===== config.mk =====
export PLATFORM = sky130hd
export DESIGN_NAME = imem_loader
export DESIGN_NICKNAME = d
export VERILOG_FILES = /design/src/rtl/imem_loader.sv
export SDC_FILE = /design/constraint.sdc
export NUM_CORES = 1
export LEC_CHECK = 0
export ABC_AREA = 1
export CAP_MARGIN = 20
export CORE_MARGIN = 8
export CORE_UTILIZATION = 25
export DETAILED_ROUTE_END_ITERATION = 8
export PLACE_DENSITY = 0.53
export SLEW_MARGIN = 15
export SYNTH_ARGS = -nofsm -noshare
export SYNTH_HDL_FRONTEND = slang
export SYNTH_SLANG_ARGS = --single-unit

===== constraint.sdc =====
create_clock -name clock -period 3.37 [get_ports clock]
set_input_delay 0.674 -clock clock [delete_from_list [all_inputs] [get_ports clock]]
set_output_delay 0.674 -clock clock [all_outputs]
set_load 0.005 [all_outputs]

===== src/rtl/imem_loader.sv =====
// Instruction-memory loader: receives a byte stream made of a 32-bit big-endian word count
// followed by big-endian data words, and writes each word to consecutive addresses
// starting at BASE_ADDR. The CPU is held until the load completes.
// Optional feature: define IMEM_LOADER_CHECKSUM_EN to add a trailing XOR checksum byte
// and the err_checksum port.
module imem_loader #(
    parameter logic [31:0] BASE_ADDR = 32'h0000_0000,
    parameter int unsigned MAX_WORDS = 256
) (
    input  logic        clock,
    input  logic        reset_n,
    input  logic        start,
    input  logic        byte_valid,
    input  logic [7:0]  byte_data,
    output logic        byte_ready,
    output logic        write_enabled,
    output logic [31:0] input_address,
    output logic [31:0] input_data,
    output logic        cpu_hold,
    output logic        done,
    output logic        err_length
`ifdef IMEM_LOADER_CHECKSUM_EN
    ,
    output logic        err_checksum
`endif
);

`ifdef IMEM_LOADER_CHECKSUM_EN
    typedef enum logic [2:0] {
        StIdle, StLen, StData, StWrite, StCksum, StDone
    } state_e;
`else
    typedef enum logic [2:0] {
        StIdle, StLen, StData, StWrite, StDone
    } state_e;
`endif

    state_e      state_q, state_d;
    state_e      final_st;
    logic [1:0]  byte_cnt_q, byte_cnt_d;
    logic [31:0] cnt_q, cnt_d;
    logic [31:0] data_q, data_d;
    logic [31:0] addr_q, addr_d;
    logic        err_length_q, err_length_d;
    logic        byte_fire;
    logic [31:0] len_next;
`ifdef IMEM_LOADER_CHECKSUM_EN
    logic [7:0]  xor_q, xor_d;
    logic        err_checksum_q, err_checksum_d;
`endif

    // State-decoded outputs
    always_comb begin
        byte_ready    = (state_q == StLen) || (state_q == StData);
`ifdef IMEM_LOADER_CHECKSUM_EN
        byte_ready    = byte_ready || (state_q == StCksum);
        final_st      = StCksum;
`else
        final_st      = StDone;
`endif
        write_enabled = (state_q == StWrite);
        cpu_hold      = (state_q != StDone);
        done          = (state_q == StDone);
        byte_fire     = byte_valid && byte_ready;
        len_next      = {cnt_q[23:0], byte_data};
    end

    assign input_address = addr_q;
    assign input_data    = data_q;
    assign err_length    = err_length_q;
`ifdef IMEM_LOADER_CHECKSUM_EN
    assign err_checksum  = err_checksum_q;
`endif

    // Next-state logic: header/word assembly, write sequencing, error flags
    always_comb begin
        state_d      = state_q;
        byte_cnt_d   = byte_cnt_q;
        cnt_d        = cnt_q;
        data_d       = data_q;
        addr_d       = addr_q;
        err_length_d = err_length_q;
`ifdef IMEM_LOADER_CHECKSUM_EN
        xor_d          = xor_q;
        err_checksum_d = err_checksum_q;
`endif
        unique case (state_q)
            StIdle, StDone: begin
                if (start) begin
                    state_d      = StLen;
                    byte_cnt_d   = 2'd0;
                    cnt_d        = 32'd0;
                    addr_d       = BASE_ADDR;
                    err_length_d = 1'b0;
`ifdef IMEM_LOADER_CHECKSUM_EN
                    xor_d          = 8'd0;
                    err_checksum_d = 1'b0;
`endif
                end
            end
            StLen: begin
                if (byte_fire) begin
                    cnt_d      = len_next;
                    byte_cnt_d = byte_cnt_q + 2'd1;
                    if (byte_cnt_q == 2'd3) begin
                        if (len_next == 32'd0) begin
                            state_d = final_st;
                        end else if (len_next > 32'(MAX_WORDS)) begin
                            err_length_d = 1'b1;
                            state_d      = StDone;
                        end else begin
                            state_d = StData;
                        end
                    end
                end
            end
            StData: begin
                if (byte_fire) begin
                    data_d     = {data_q[23:0], byte_data};
                    byte_cnt_d = byte_cnt_q + 2'd1;
`ifdef IMEM_LOADER_CHECKSUM_EN
                    xor_d      = xor_q ^ byte_data;
`endif
                    if (byte_cnt_q == 2'd3) begin
                        state_d = StWrite;
                    end
                end
            end
            StWrite: begin
                addr_d = addr_q + 32'd4;
                cnt_d  = cnt_q - 32'd1;
                state_d = (cnt_q == 32'd1) ? final_st : StData;
            end
`ifdef IMEM_LOADER_CHECKSUM_EN
            StCksum: begin
                if (byte_fire) begin
                    err_checksum_d = (byte_data != xor_q);
                    state_d        = StDone;
                end
            end
`endif
            default: state_d = StIdle;
        endcase
    end

    // State registers with asynchronous active-low reset
    always_ff @(posedge clock or negedge reset_n) begin
        if (!reset_n) begin
            state_q      <= StIdle;
            byte_cnt_q   <= 2'd0;
            cnt_q        <= 32'd0;
            data_q       <= 32'd0;
            addr_q       <= BASE_ADDR;
            err_length_q <= 1'b0;
`ifdef IMEM_LOADER_CHECKSUM_EN
            xor_q          <= 8'd0;
            err_checksum_q <= 1'b0;
`endif
        end else begin
            state_q      <= state_d;
            byte_cnt_q   <= byte_cnt_d;
            cnt_q        <= cnt_d;
            data_q       <= data_d;
            addr_q       <= addr_d;
            err_length_q <= err_length_d;
`ifdef IMEM_LOADER_CHECKSUM_EN
            xor_q          <= xor_d;
            err_checksum_q <= err_checksum_d;
`endif
        end
    end

endmodule


==> impl_metrics.tcl, run 1 <==
set metrics [dict create \
    antenna_found_initial 0 \
    required_ps 2700 \
    drt_wl_total_um 16200 \
    place_hpwl_um 11900 \
    drt.antenna.violating_nets 0 \
    portBuffers 78 \
    grt_max_degree 59 \
    rr_endpoint "input_address[13]" \
    synth_cells 811 \
    fin_hold_ws_ps 329 \
    dieArea_um2 28200 \
    worst_pin_slew_ps 606 \
    yosysSeqAreaShare_pct 43.4 \
    avgSynthCellArea_um2 7.11 \
    relSlewSlack_pct 59.6 \
    worstSetupPathType "flip-flop to output pin" \
    routed_via_density 4.57 \
    chipWidth_um 168 \
    holdBufCountCts 0 \
    rr_worst_depth 10 \
    area_growth_syn_to_layout_pct 23.7 \
    min_period_ps 2690 \
    arrival_ps 2020 \
    syn-cell-area_um2 5760 \
    timing.final.ws_setup_ps 678 \
    grt_pass1_wl_um 26800 \
    grt_pass1_vias 5093 \
    cts_tree "done" \
    final_common_cell "nand2_1" \
    numCtsBuffers 9 \
    setup_violations 0 \
    synth_area_leaders "dfrtp_1, nand2_1, nor2_1" \
    rrSetupSlack_ps 1120 \
    coreArea_um2 22600 \
    worstSkewPairLatency_ps 360 \
    insertedDiodeCount 0 \
    row_count 55 \
    path_clk_slew_ps 60 \
    peakVddDrop_mv 0.347 \
    first_pass_iters 5 \
    grt.total_usage_pct 11.6 \
    dpl_worst_slack_ps 878 \
    h-tree-depth 3 \
    cap_violations 0 \
    final-hold-violation-count 0 \
    drt_iter0_drc 441 \
    yosysTopAreaCell "dfrtp_1" \
    clk_path_buf_depth 2 \
    layout_common_cells "nand2_1, nor2_1, dfrtp_1" \
    period_share_pct 79.9 \
    final_util_pct 31.5 \
    wl_per_cell_um 13.8 \
    crit_path_max_fanout 17 \
    slew_viol_final 0 \
    status "complete, no violations" \
    die_y_um 168 \
    synth_seq_cells 100 \
    ctsRootBufferMaster "clkbuf_16" \
    critPathCaptureType "output pin" \
    final_layout_size_suffix_gt1_share_pct 6.64 \
    yosysTopAreaCellShare_pct 43.4 \
    setup_tns_ps 0 \
    finClkSkew_ps 5.82 \
    yosysWarnings 0 \
    ys_types 38 \
    p_leak_nw 3.36 \
    cts.sinks 100 \
    timing.rr.start "state_q[1]" \
    dr_total_vias 5367 \
    drc 0 \
    cp-start-kind "flip-flop" \
    ios 81 \
    rsz0062_at_grt "false" \
    hp-class "primary input to async pin" \
    start_util_pct 25.5 \
    power_density_nw_per_um2 865 \
    place_congestion 0.785 \
    finish.net_count 901 \
    cts_resized 0 \
    grt_overflow 0 \
    fmax_mhz 371 \
    post_cts_buffers 0 \
]
## critical path: stages, from the launching register on
cell and delay, ps:
dfrtp_1 400, inv_1 100, nand3_2 320, nand2_1 280
clkdlybuf4s50_1 550
## registers in the layout (all words and copies together) (netlist names)
signal	count
input_data	32
cnt_q	32
state_q	3
err_length	1
byte_cnt_q	2
input_address	30
## worst max-delay path by stage
stage                         end  slack [ps]  cells past startpoint        from
floorplan           write_enabled        1700                      6  state_q[1]
global placement        cnt_q[10]         920                      8  byte_valid
detailed placement       cnt_q[0]         880                      8  byte_valid
CTS                    byte_ready         660                      4  state_q[1]
global route           byte_ready         540                      4  state_q[1]
finish                 byte_ready         680                      4  state_q[1]
## layout make-up
type / count / area, um^2
Fill cell: 2429 / 15500
Tap cell: 285 / 357
Clock buffer: 10 / 229
Timing Repair Buffer: 84 / 836
Sequential cell: 100 / 2500
Clock inverter: 5 / 62.6
Multi-Input combinational cell: 603 / 2820
Inverter: 87 / 327
## where the power goes
group / switching (W) / internal [W]
clock network: 0.000474 / 0.000576
registers: 0.000315 / 0.00151
logic: 0.00213 / 0.00117
total: 0.00292 / 0.00325
## kinds of logic after synthesis
logic type,share of synthesized area (%)
flip-flops,43.4
adder cells (fa/ha/maj),0.868
XOR/XNOR,0.152
other,0.0651
multiplexers,4.49
AND/OR/NAND/NOR,32.3
buffers and inverters,7.75
AO/OA/AOI/OAI,10.9
## Yosys cell counts
master,n
a21oi_1,18
a21oi_2,1
a22o_1,1
a22oi_1,1
a2bb2oi_1,2
a31oi_1,3
a32oi_1,1
and2_1,1
and3_1,1
buf_1,1
buf_2,9
buf_4,7
clkbuf_1,5
clkinv_1,1
conb_1,1
dfrtp_1,100
ha_1,4
inv_1,81
inv_2,5
mux2_1,1
mux2_2,22
nand2_1,262
nand2_2,2
nand3_1,52
nand3_2,2
nand4_1,12
nor2_1,108
nor2_2,6
nor3_1,10
nor4_1,1
o211ai_1,1
o21a_1,1
o21ai_0,59
o21ai_1,18
o21bai_1,4
o22ai_1,5
o31ai_1,1
xor2_1,1
## routing by layer
layer	GRT usage, %	vias to the layer above	wire length [um]
met5	0	-	0
met4	4.08	0	217
met3	2.25	12	739
met2	17.9	106	6970
met1	15.8	2498	8240
li1	-	2751	-
## per-stage QoR
step                      std cells  power (W)  instance area, um^2
final                          1174    0.00617                 7130
after CTS                      1174    0.00622                 7130
after global placement         1159    0.00511                 6840
after floorplan                 812    0.00404                 5770
after global routing           1174    0.00678                 7130
after detailed placement       1159    0.00513                 6840
No activity file was read; power rests on OpenSTA's default activity.
==> run 2, diff against run 1 <==
--- a/config.mk
+++ b/config.mk
@@ -10,7 +10,7 @@
 export CORE_MARGIN = 8
 export CORE_UTILIZATION = 25
 export DETAILED_ROUTE_END_ITERATION = 8
-export PLACE_DENSITY = 0.53
+export PLACE_DENSITY = 0.54
 export SLEW_MARGIN = 15
 export SYNTH_ARGS = -nofsm -noshare
 export SYNTH_HDL_FRONTEND = slang
==> constraint.sdc (replaced) <==
create_clock -name clock -period 2.32 [get_ports clock]
set_input_delay 0.464 -clock clock [delete_from_list [all_inputs] [get_ports clock]]
set_output_delay 0.464 -clock clock [all_outputs]
set_load 0.005 [all_outputs]
==> run 2 against run 1 <==
Via count increased by 1.0%. Die area unchanged. Largest cell class unchanged. Power is 50% higher. Sequential cell count unchanged. Worst setup slack got worse by 570 ps. Register-to-register slack worse by 700 ps.
==> impl_metrics.tcl, run 2 (synthesis results as in run 1) <==
set metrics [dict create \
    status "complete, no violations" \
    antenna_found_initial 0 \
    finish.net_count 908 \
    start_util_pct 25.5 \
    cap_violations 0 \
    critPathMostFrequentCell "nand2_1" \
    die_y_um 168 \
    critPathMaxStageDelay_ps 530 \
    critPathCaptureType "output pin" \
    arrival_ps 1750 \
    setup_tns_ps 0 \
    path_buf_inv 2 \
    period_share_pct 95.5 \
    path_clk_slew_ps 70 \
    stdcell_count 1182 \
    place_hpwl_um 12200 \
    area_growth_syn_to_layout_pct 25.8 \
    power.total_w 0.00926 \
    numCtsBuffers 9 \
    drt.antenna.violating_nets 0 \
    fin_hold_ws_ps 52.2 \
    crit_path_max_fanout 5 \
    h-tree-depth 3 \
    portBuffers 78 \
    grt_max_degree 49 \
    drt_wl_total_um 16500 \
    grt.total_usage_pct 12.1 \
    multi_input_area_um2 2820 \
    first_pass_iters 5 \
    insertedDiodeCount 0 \
    drt_iter0_drc 375 \
    rrSetupSlack_ps 420 \
    dieArea_um2 28200 \
    power_density_nw_per_um2 1280 \
    place_congestion 0.849 \
    dr_total_vias 5421 \
    post_cts_buffers 0 \
    wl_per_cell_um 14.0 \
    clk_path_buf_depth 2 \
    holdBufCountCts 0 \
    worstSkewPairLatency_ps 360 \
    critPathTopFamily "buffers and inverters" \
    cts_resized 0 \
    drc 0 \
    final_layout_size_suffix_gt1_share_pct 7.58 \
    post-route-cell-area_um2 7250 \
    placed_area_um2 6920 \
    final-hold-violation-count 0 \
    grt_pass1_wl_um 28000 \
    fillers 2417 \
    rsz0062_at_grt "false" \
    p_leak_nw 3.43 \
    grt_pass1_vias 5261 \
    grt_overflow 0 \
    peakVddDrop_mv 0.545 \
    min_period_ps 2220 \
    layout_common_cells "nand2_1, nor2_1, dfrtp_1" \
    hp-class "primary input to async pin" \
    crit_slowest_cell "clkdlybuf4s50_1" \
    ios 81 \
    routed_via_density 4.59 \
    fmax_mhz 451 \
    row_count 55 \
    seqCellArea_um2 2500 \
    finClkSkew_ps 8.86 \
    placed_cells 1166 \
    worstSetupPathType "flip-flop to output pin" \
    chipWidth_um 168 \
    slew_viol_final 0 \
    cp_cell_sequence "inv_1, nor2_2, nand2_1, nand2_1, clkdlybuf4s50_1" \
    final_common_cell "nand2_1" \
    ctsRootBufferMaster "clkbuf_16" \
    setup_violations 0 \
    required_ps 1860 \
    cts_tree "done" \
    coreArea_um2 22600 \
    cp-start-kind "flip-flop" \
    cts.sinks 100 \
]
run 2: cell types whose count changed in the layout (fill, tap and decap cells not counted), sizes merged:
cell / before / now
clkbuf: 10 / 11
bufinv: 1 / 2
buf: 7 / 14
clkinvlp: 2 / 0
inv: 87 / 88
run 2: area by class of cell:
cell class / count / share of cell area (%)
multi-input cells: 603 / 38.9
flip-flops and latches: 100 / 34.5
repair buffers: 91 / 12.6
well taps: 285 / 4.92
inverters: 87 / 4.51
clock buffers: 11 / 3.35
clock inverters: 5 / 1.14
run 2: metal layers:
metal  track usage [%]  routed length, um
met3              2.53                865
met5                 0                  0
met2              19.0               7290
met1              16.5               8170
met4              3.49                208
run 2: through the flow:
step	setup WS [ps]	utilization, %
detailed placement	299	30.5
global placement	324	30.5
global route	5.35	32.0
CTS	44.9	32.0
floorplan	809	-
finish	105	32.0
run 2: power breakdown:
group,leakage (nW),switching (W),internal [W]
Clock,0.161,0.000709,0.000982
Combinational,1.91,0.00316,0.00177
Sequential,1.36,0.000457,0.00219
Total,3.43,0.00432,0.00494
run 2: worst paths after layout:
| check | start | end | depth (start not counted) |
|---|---|---|---|
| worst max-delay path | state_q[1] | byte_ready | 5 |
| worst min-delay path | reset_n | byte_cnt_q[1] | 1 |
| worst max register to register | cnt_q[0] | cnt_q[24] | 10 |
| worst min register to register | byte_cnt_q[1] | byte_cnt_q[1] | 2 |
| max in group asynchronous | reset_n | cnt_q[6] | 2 |
| min in group clock | byte_cnt_q[1] | byte_cnt_q[1] | 2 |
